## src/rtl/observer_pio_pkg.sv

```systemverilog
// Shared definitions for the observer CPU PIO master: command codes, PIO
// register offsets, FSM states and the shadow update rule.
package observer_pio_pkg;

   typedef enum logic [1:0] {
      OP_WRITE = 2'd0,
      OP_SET   = 2'd1,
      OP_CLEAR = 2'd2,
      OP_READ  = 2'd3
   } op_e;

   localparam logic [2:0] ADDR_DATA = 3'd0;
   localparam logic [2:0] ADDR_SET  = 3'd4;
   localparam logic [2:0] ADDR_CLR  = 3'd5;

   typedef enum logic [1:0] {
      ST_IDLE   = 2'd0,
      ST_REQ    = 2'd1,
      ST_RDWAIT = 2'd2,
      ST_RESP   = 2'd3
   } state_e;

   function automatic logic [2:0] op_addr(input op_e op);
      case (op)
         OP_SET:   return ADDR_SET;
         OP_CLEAR: return ADDR_CLR;
         default:  return ADDR_DATA;
      endcase
   endfunction

   // Port value the PIO holds once a write-type command completes.
   function automatic logic [7:0] apply_op(input op_e op, input logic [7:0] cur,
                                           input logic [7:0] arg);
      case (op)
         OP_WRITE: return arg;
         OP_SET:   return cur | arg;
         OP_CLEAR: return cur & ~arg;
         default:  return cur;
      endcase
   endfunction

endpackage

```

## src/rtl/observer_pio_master.sv

```systemverilog
// Avalon-MM initiator driving the observer CPU's 8-bit output PIO from fabric
// commands, keeping a shadow of the port and returning one response per command.
module observer_pio_master
   import observer_pio_pkg::*;
#(
   parameter int READ_LATENCY   = 0,
   parameter int TIMEOUT_CYCLES = 255
) (
   input  logic        clk,
   input  logic        reset,
   input  logic        cmd_valid,
   output logic        cmd_ready,
   input  logic [1:0]  cmd_op,
   input  logic [7:0]  cmd_data,
   output logic        rsp_valid,
   output logic [7:0]  rsp_data,
   output logic        rsp_err,
   output logic [7:0]  shadow,
   output logic [2:0]  avm_address,
   output logic        avm_write,
   output logic        avm_read,
   output logic [31:0] avm_writedata,
   input  logic [31:0] avm_readdata,
   input  logic        avm_waitrequest
);

   localparam int CNT_W = ($clog2(TIMEOUT_CYCLES + 1) > 8) ? $clog2(TIMEOUT_CYCLES + 1) : 8;
   localparam int LAT_W = $clog2(READ_LATENCY + 2);

   state_e             state, state_nxt;
   op_e                op_q;
   logic [7:0]         data_q;
   logic [CNT_W-1:0]   wait_cnt;
   logic [LAT_W-1:0]   lat_cnt;
   logic               accept, complete, timeout_hit, lat_done, rd_capture, is_read;
   logic               unused_rd_hi;

   assign is_read       = (op_q == OP_READ);
   assign avm_address   = op_addr(op_q);
   assign avm_writedata = {24'b0, data_q};
   assign rsp_valid     = (state == ST_RESP);
   assign rd_capture    = (complete && is_read && (READ_LATENCY == 0)) || lat_done;
   assign unused_rd_hi  = ^avm_readdata[31:8];

   always_ff @(posedge clk) begin
      if (reset) state <= ST_IDLE;
      else       state <= state_nxt;
   end

   always_comb begin
      state_nxt   = state;
      cmd_ready   = 1'b0;
      avm_write   = 1'b0;
      avm_read    = 1'b0;
      accept      = 1'b0;
      complete    = 1'b0;
      timeout_hit = 1'b0;
      lat_done    = 1'b0;
      case (state)
         ST_IDLE: begin
            cmd_ready = 1'b1;
            if (cmd_valid) begin
               accept    = 1'b1;
               state_nxt = ST_REQ;
            end
         end
         ST_REQ: begin
            avm_write = !is_read;
            avm_read  = is_read;
            if (!avm_waitrequest) begin
               complete  = 1'b1;
               state_nxt = (is_read && READ_LATENCY > 0) ? ST_RDWAIT : ST_RESP;
            end else if (TIMEOUT_CYCLES != 0 && wait_cnt == CNT_W'(TIMEOUT_CYCLES - 1)) begin
               timeout_hit = 1'b1;
               state_nxt   = ST_RESP;
            end
         end
         ST_RDWAIT: begin
            if (lat_cnt == LAT_W'(READ_LATENCY - 1)) begin
               lat_done  = 1'b1;
               state_nxt = ST_RESP;
            end
         end
         default: state_nxt = ST_IDLE;
      endcase
   end

   // Command latch, stall/latency counters, shadow and response capture.
   always_ff @(posedge clk) begin
      if (reset) begin
         op_q     <= OP_WRITE;
         data_q   <= 8'h00;
         wait_cnt <= '0;
         lat_cnt  <= '0;
         shadow   <= 8'h00;
         rsp_data <= 8'h00;
         rsp_err  <= 1'b0;
      end else begin
         if (accept) begin
            op_q     <= op_e'(cmd_op);
            data_q   <= cmd_data;
            wait_cnt <= '0;
         end else if (state == ST_REQ && avm_waitrequest) begin
            wait_cnt <= wait_cnt + 1'b1;
         end

         if (state == ST_REQ)         lat_cnt <= '0;
         else if (state == ST_RDWAIT) lat_cnt <= lat_cnt + 1'b1;

         if (complete && !is_read) begin
            shadow   <= apply_op(op_q, shadow, data_q);
            rsp_data <= apply_op(op_q, shadow, data_q);
            rsp_err  <= 1'b0;
         end
         if (timeout_hit) begin
            rsp_data <= shadow;
            rsp_err  <= 1'b1;
         end
         if (rd_capture) begin
            rsp_data <= avm_readdata[7:0];
            rsp_err  <= (avm_readdata[7:0] != shadow);
         end
      end
   end

endmodule

```

## config.mk

```make
export PLATFORM = sky130hd
export DESIGN_NAME = observer_pio_master
export DESIGN_NICKNAME = d
export VERILOG_FILES = /design/src/rtl/observer_pio_pkg.sv /design/src/rtl/observer_pio_master.sv
export SDC_FILE = /design/constraint.sdc
export NUM_CORES = 1
export LEC_CHECK = 0
export BUFFER_PORTS_ARGS = -buffer_cell sky130_fd_sc_hd__clkbuf_2
export CAP_MARGIN = 20
export CORE_ASPECT_RATIO = 1.2
export CORE_MARGIN = 2
export CORE_UTILIZATION = 35
export DETAILED_ROUTE_END_ITERATION = 10
export MAX_ROUTING_LAYER = met4
export SLEW_MARGIN = 20
export SYNTH_ARGS = -nofsm -noshare
export SYNTH_HDL_FRONTEND = slang
export SYNTH_SLANG_ARGS = --single-unit
```

## constraint.sdc

```tcl
create_clock -name clk -period 1.7 [get_ports clk]
set_input_delay 0 -clock clk [delete_from_list [all_inputs] [get_ports clk]]
set_output_delay 0 -clock clk [all_outputs]
set_load 0.1 [all_outputs]
```

==> results of run 1 <==
-- power groups by stage --
stage | clock [mW] | combinational, mW | sequential, mW
5_1_grt | 0.673 | 2.94 | 1.28
4_1_cts | 0.647 | 2.69 | 1.23
6_report | 0.621 | 2.79 | 1.25
3_5_place_dp | 0 | 2.65 | 1.25
3_3_place_gp | 0 | 2.63 | 1.25
2_1_floorplan | 0 | 1.38 | 2.10
-- worst reg2reg max path: stages, from the launching register on --
cell,delay [ns]
dfxtp_2,0.34
buf_6,0.11
ha_4,0.14
or3_4,0.45
a32oi_2,0.25
a211o_1,0.17
a311oi_2,0.08
-- worst paths after layout --
check | slack [ns] | from | end | cells after the start
hold / removal | 0.02 | avm_readdata[7] | rsp_data[7] | 3
setup reg to reg | 0.03 | op_q[1] | rsp_data[3] | 6
hold reg to reg | 0.48 | op_q[1] | op_q[1] | 2
setup / recovery | 0.03 | op_q[1] | rsp_data[3] | 6
-- routing by layer --
layer,vias to the layer above,GRT usage,wire length [um]
li1,1033,-,-
met1,974,0.192,2500
met2,63,0.251,2630
met3,6,0.0344,309
met4,0,0.0580,91
met5,-,-,0
-- cell families (layout without fill, tap and decap cells) --
family / Yosys count / in the layout
other cells: 1 / 25
compound gates: 52 / 52
xor+xnor: 16 / 16
fa+ha+maj: 11 / 11
flops: 38 / 38
buf+inv: 48 / 96
simple gates: 99 / 99
-- registers in the layout, summed over array words and instances, names as in the netlist --
register,cells
shadow,8
lat_cnt,1
wait_cnt,8
data_q,8
rsp_err,1
state,2
rsp_data,8
op_q,2
-- Yosys cell counts (2+ instances only) --
cell,number
nor2b_1,4
xor2_1,13
buf_4,28
dfxtp_1,38
nand3_1,10
nor3_1,2
nand2_1,34
o21ai_0,2
inv_1,6
clkbuf_1,6
a211o_1,7
buf_2,6
a311oi_1,8
a21oi_1,13
xnor2_1,3
nor4_1,10
a32oi_1,7
and3_1,2
nand2b_1,8
a211oi_1,8
nor2_1,16
a311oi_2,3
nand4_1,3
ha_1,11
and2_1,4
-- layout make-up --
type,count,area [um^2],area share
well taps,85,106,0.0353
flip-flops and latches,38,774,0.257
clock buffers,6,82.6,0.0274
multi-input cells,203,1420,0.470
inverters,6,22.5,0.00748
repair buffers,84,608,0.202
-- what timing repair did --
item | in CTS | in global routing
pin swaps | 0 | 10
setup endpoints to repair | 8 | 15
hold endpoints to repair | 13 | 0
hold buffers | 13 | 0
resized for setup | 3 | 23
gates cloned | 0 | 0
setup buffers | 0 | 1
==> results.yml, run 1 <==
pwr:
  internal_power_mw: 2.08
  switching_share: 0.554
  finalPower_mw: 4.66
  power_density_nw_per_um2: 1550
  vdd_drop_max_mv: 0.539
  p_comb_frac: 0.599
  seqPwrFrac: 0.268
  p_leak_nw: 1.30
  switching_power_mw: 2.58
  p_clk_frac: 0.133
routing:
  via_per_inst: 4.92
  dr.pass1.iters: 4
  drc_errors: 0
  ant_nets: 0
  first_iter_violations: 123
  vias: 2076
  routed_wl_um: 5530
  wire_per_inst_um: 13.1
synthesis:
  yosys_warnings: 0
  yosys.cell_types.count: 38
  synth-seq-area-share: 0.336
  synthMuxAreaShare: 0
  synth_top_area_cell: "dfxtp_1"
  ys_ff_latch: 38
  synthArstFlopShare: 0
  syn-cell-area_um2: 2260
  synth_top_family_by_area: "simple AND/OR/NAND/NOR gates"
  syn_area_per_cell_um2: 8.54
  synthCells: 265
  synthTopCellsByArea: "dfxtp_1, buf_4, ha_1, nand2_1, xor2_1"
  synth_edf_count: 0
  synth-compound-area-share: 0.180
  synthXorXnorAreaFrac: 0.0619
  synth-adder-area-share: 0.0608
  synthSimpleGateAreaFrac: 0.226
  synth-main-ff-cell: "dfxtp_1"
  netlist.area_leader.share: 0.336
critical_path:
  endpoint_kind: "register"
  slowest_delay_ns: 0.45
  path_max_fanout: 7
  startpoint_type: "register"
  cp_top_family: "compound AO/OA/AOI/OAI gates"
  crit_buf_inv: 1
  arrival_ns: 1.84
  crit_slowest_cell: "or3_4"
  worst_ep_required_time_ns: 1.87
  crit_chain: "buf_6, ha_4, or3_4, a32oi_2, a211o_1, a311oi_2"
  setup.worst_path.class: "register to register"
final_layout:
  stdcell_area_um2: 3010
  diodes: 0
  final_util: 0.476
  final_common_cell: "clkbuf_2"
  stdcell_count: 422
  drive_gt1_frac: 0.338
  area_delta_synth_final_pct: 33.0
  nFillCells: 679
  layout.nets: 395
  layout_common_cells: "clkbuf_2, nand2_1, dfxtp_1"
sta:
  slew_headroom: 0.630
  hold_viol: 0
  slew_violations: 0
  rsz0062_at_grt: "yes"
  fin_ws_ns: 0.0284
  period_minus_slack_ns: 1.67
  max_freq_mhz: 598
  tightest_slew_ns: 0.557
  setup_viol: 0
  finClkSkew_ns: 0.00310
  hold_ws_ns: 0.0162
  setup_tns_ns: 0
  post-route-period-util: 0.983
global_route:
  antenna_found_initial: 0
  grt_first_pass_wirelength_um: 8670
  grt_max_degree: 31
  grt_usage: 0.156
  grt_pass1_vias: 1800
  overflow: 0
floorplan:
  die_area_um2: 7130
  core_um2: 6330
  fp.dieW_um: 77.4
  initial_core_util: 0.358
  die_h_um: 92.1
  std_cell_rows: 32
  io_pins: 102
placement:
  routabilityCongestion: 0.759
  place_ws_ns: -0.0962
  port_buffers: 52
  hpwl_um: 3880
  dp.cells: 402
  dpl-instance-area_um2: 2670
status:
  status: "completed"
clock_network:
  clock_path_buffers: 2
  cts.sinks: 38
  cts_tree: "built"
  cts_made_buffers: 5
  cts_max_level: 2
  cts-root-buf: "clkbuf_8"
  cts.clk_slew.worst_paths_ns: 0.07
  clk_latency_ns: 0.29
worst_hold_path:
  holdCritPathClass: "input pin to register"
job:
  cap_violations: 0
Power figures use the tool's default switching activity.
==> inputs of run 2 (changes only) <==
--- a/config.mk
+++ b/config.mk
@@ -8,7 +8,7 @@
 export BUFFER_PORTS_ARGS = -buffer_cell sky130_fd_sc_hd__clkbuf_2
 export CAP_MARGIN = 20
 export CORE_ASPECT_RATIO = 1.2
-export CORE_MARGIN = 2
+export CORE_MARGIN = 1.5
 export CORE_UTILIZATION = 35
 export DETAILED_ROUTE_END_ITERATION = 10
 export MAX_ROUTING_LAYER = met4
==> constraint.sdc (replaced) <==
create_clock -name clk -period 1.4 [get_ports clk]
set_input_delay 0 -clock clk [delete_from_list [all_inputs] [get_ports clk]]
set_output_delay 0 -clock clk [all_outputs]
set_load 0.1 [all_outputs]
==> results.yml, run 2 (synthesis gave the netlist of run 1 again) <==
status:
  status: "complete, but fails checks"
  violations: "setup timing"
clock_network:
  cts_max_level: 2
  cts.sinks: 38
  cts.clk_slew.worst_paths_ns: 0.08
  clock_path_buffers: 2
  cts_tree: "built"
  clk_latency_ns: 0.30
  cts_made_buffers: 5
  cts-root-buf: "clkbuf_8"
critical_path:
  crit_path_start: "op_q[1]"
  rr_startpoint: "op_q[1]"
  endpoint_kind: "register"
  path_max_fanout: 7
  setup.worst_path.class: "register to register"
  startpoint_type: "register"
  worst_ep_required_time_ns: 1.58
  arrival_ns: 1.90
final_layout:
  multiInputGateArea_um2: 1580
  nFillCells: 561
  final_util: 0.587
  drive_gt1_frac: 0.496
  area_delta_synth_final_pct: 59.0
  seq_area_um2: 796
  diodes: 0
  stdcell_count: 453
  layout_common_cells: "clkbuf_2, buf_4, nand2_1"
  final_common_cell: "clkbuf_2"
  layout.nets: 428
sta:
  fin_ws_ns: -0.322
  hold_viol: 0
  finClkSkew_ns: 0.0109
  setup_viol: 19
  slew_violations: 0
  rsz0062_at_grt: "yes"
  slew_headroom: 0.629
  tightest_slew_ns: 0.560
  max_freq_mhz: 581
  post-route-period-util: 1.23
  period_minus_slack_ns: 1.72
global_route:
  overflow: 0
  met1_usage: 0.208
  antenna_found_initial: 0
  met2_usage: 0.280
  busiest_layer: "met2"
  grtUsageMet3: 0.0271
  grt_first_pass_wirelength_um: 9380
  grt_usage: 0.171
  grt_max_degree: 26
  grt_pass1_vias: 1994
worst_hold_path:
  holdCritPathClass: "input pin to register"
  min_from: "avm_readdata[2]"
pwr:
  vdd_drop_max_mv: 1.94
  power_density_nw_per_um2: 1820
  p_leak_nw: 1.54
  finalPower_mw: 6.53
routing:
  dr.pass1.iters: 4
  via_per_inst: 5.01
  vias: 2269
  routed_wl_um: 6260
  drc_errors: 0
  first_iter_violations: 148
  ant_nets: 0
  wire_per_inst_um: 13.8
floorplan:
  die_h_um: 91.1
  io_pins: 102
  std_cell_rows: 31
  initial_core_util: 0.369
  core_um2: 6130
  die_area_um2: 6960
  fp.dieW_um: 76.4
placement:
  hpwl_um: 4090
  routabilityCongestion: 0.807
  dp.cells: 416
  port_buffers: 52
  place_ws_ns: -0.367
job:
  cap_violations: 0
==> run 2: cell count changes in the layout (fill, tap and decap cells not counted), sizes merged <==
| cell | previous run | this run |
|---|---|---|
| buf | 21 | 52 |
| bufinv | 0 | 1 |
| dlygate4sd3 | 13 | 15 |
==> run 2: path summary, 6_finish.rpt <==
check                                    to  slack (ns)  cells past startpoint
worst max-delay path            rsp_data[7]       -0.32                      6
worst max register to register  rsp_data[7]       -0.32                      6
worst min-delay path            rsp_data[2]        0.01                      3
worst min register to register    data_q[5]        0.48                      2
==> run 2: layout make-up <==
class / count / area share
sequential: 38 / 0.221
tap: 82 / 0.0285
clock inverter: 1 / 0.00835
clock buffer: 6 / 0.0230
inverter: 6 / 0.00835
multi-input combinational: 203 / 0.439
timing repair buffer: 117 / 0.272
==> run 2: worst max-delay path, cell delays in order, from the launching register on <==
cell,delay (ns)
dfxtp_4,0.37
buf_6,0.12
ha_4,0.14
or3_4,0.41
a32oi_2,0.28
a211o_1,0.19
a311oi_1,0.09
==> run 2: repair_timing <==
item / CTS / global route
endpoints found under the hold margin: 15 / 0
gates resized for setup: 19 / 51
endpoints found under the setup margin: 21 / 28
buffers inserted: 1 / 12
pin swaps: 7 / 23
gates cloned: 1 / 4
hold buffers: 15 / 0
==> run 2: metal layers <==
| layer | up-vias | wire length (um) |
|---|---|---|
| li1 | 1103 | - |
| met4 | 0 | 86 |
| met2 | 93 | 3100 |
| met5 | - | 0 |
| met1 | 1065 | 2680 |
| met3 | 8 | 388 |
==> run 2: where the power goes <==
| group | leakage (nW) | switching (mW) | internal, mW |
|---|---|---|---|
| Sequential | 0.320 | 0.257 | 1.32 |
| Clock | 0.0573 | 0.398 | 0.570 |
| Combinational | 1.16 | 2.73 | 1.25 |
==> run 2: through the flow <==
step / cell area [um^2] / setup TNS, ns / hold slack [ns]
3_3_place_gp: 2870 / -4.05 / 0.224
2_1_floorplan: 2440 / -3.35 / 0.128
6_report: 3600 / -3.85 / 0.0132
4_1_cts: 3230 / -3.17 / 0.00630
3_5_place_dp: 2870 / -4.59 / 0.223
5_1_grt: 3600 / -4.85 / 0.0230
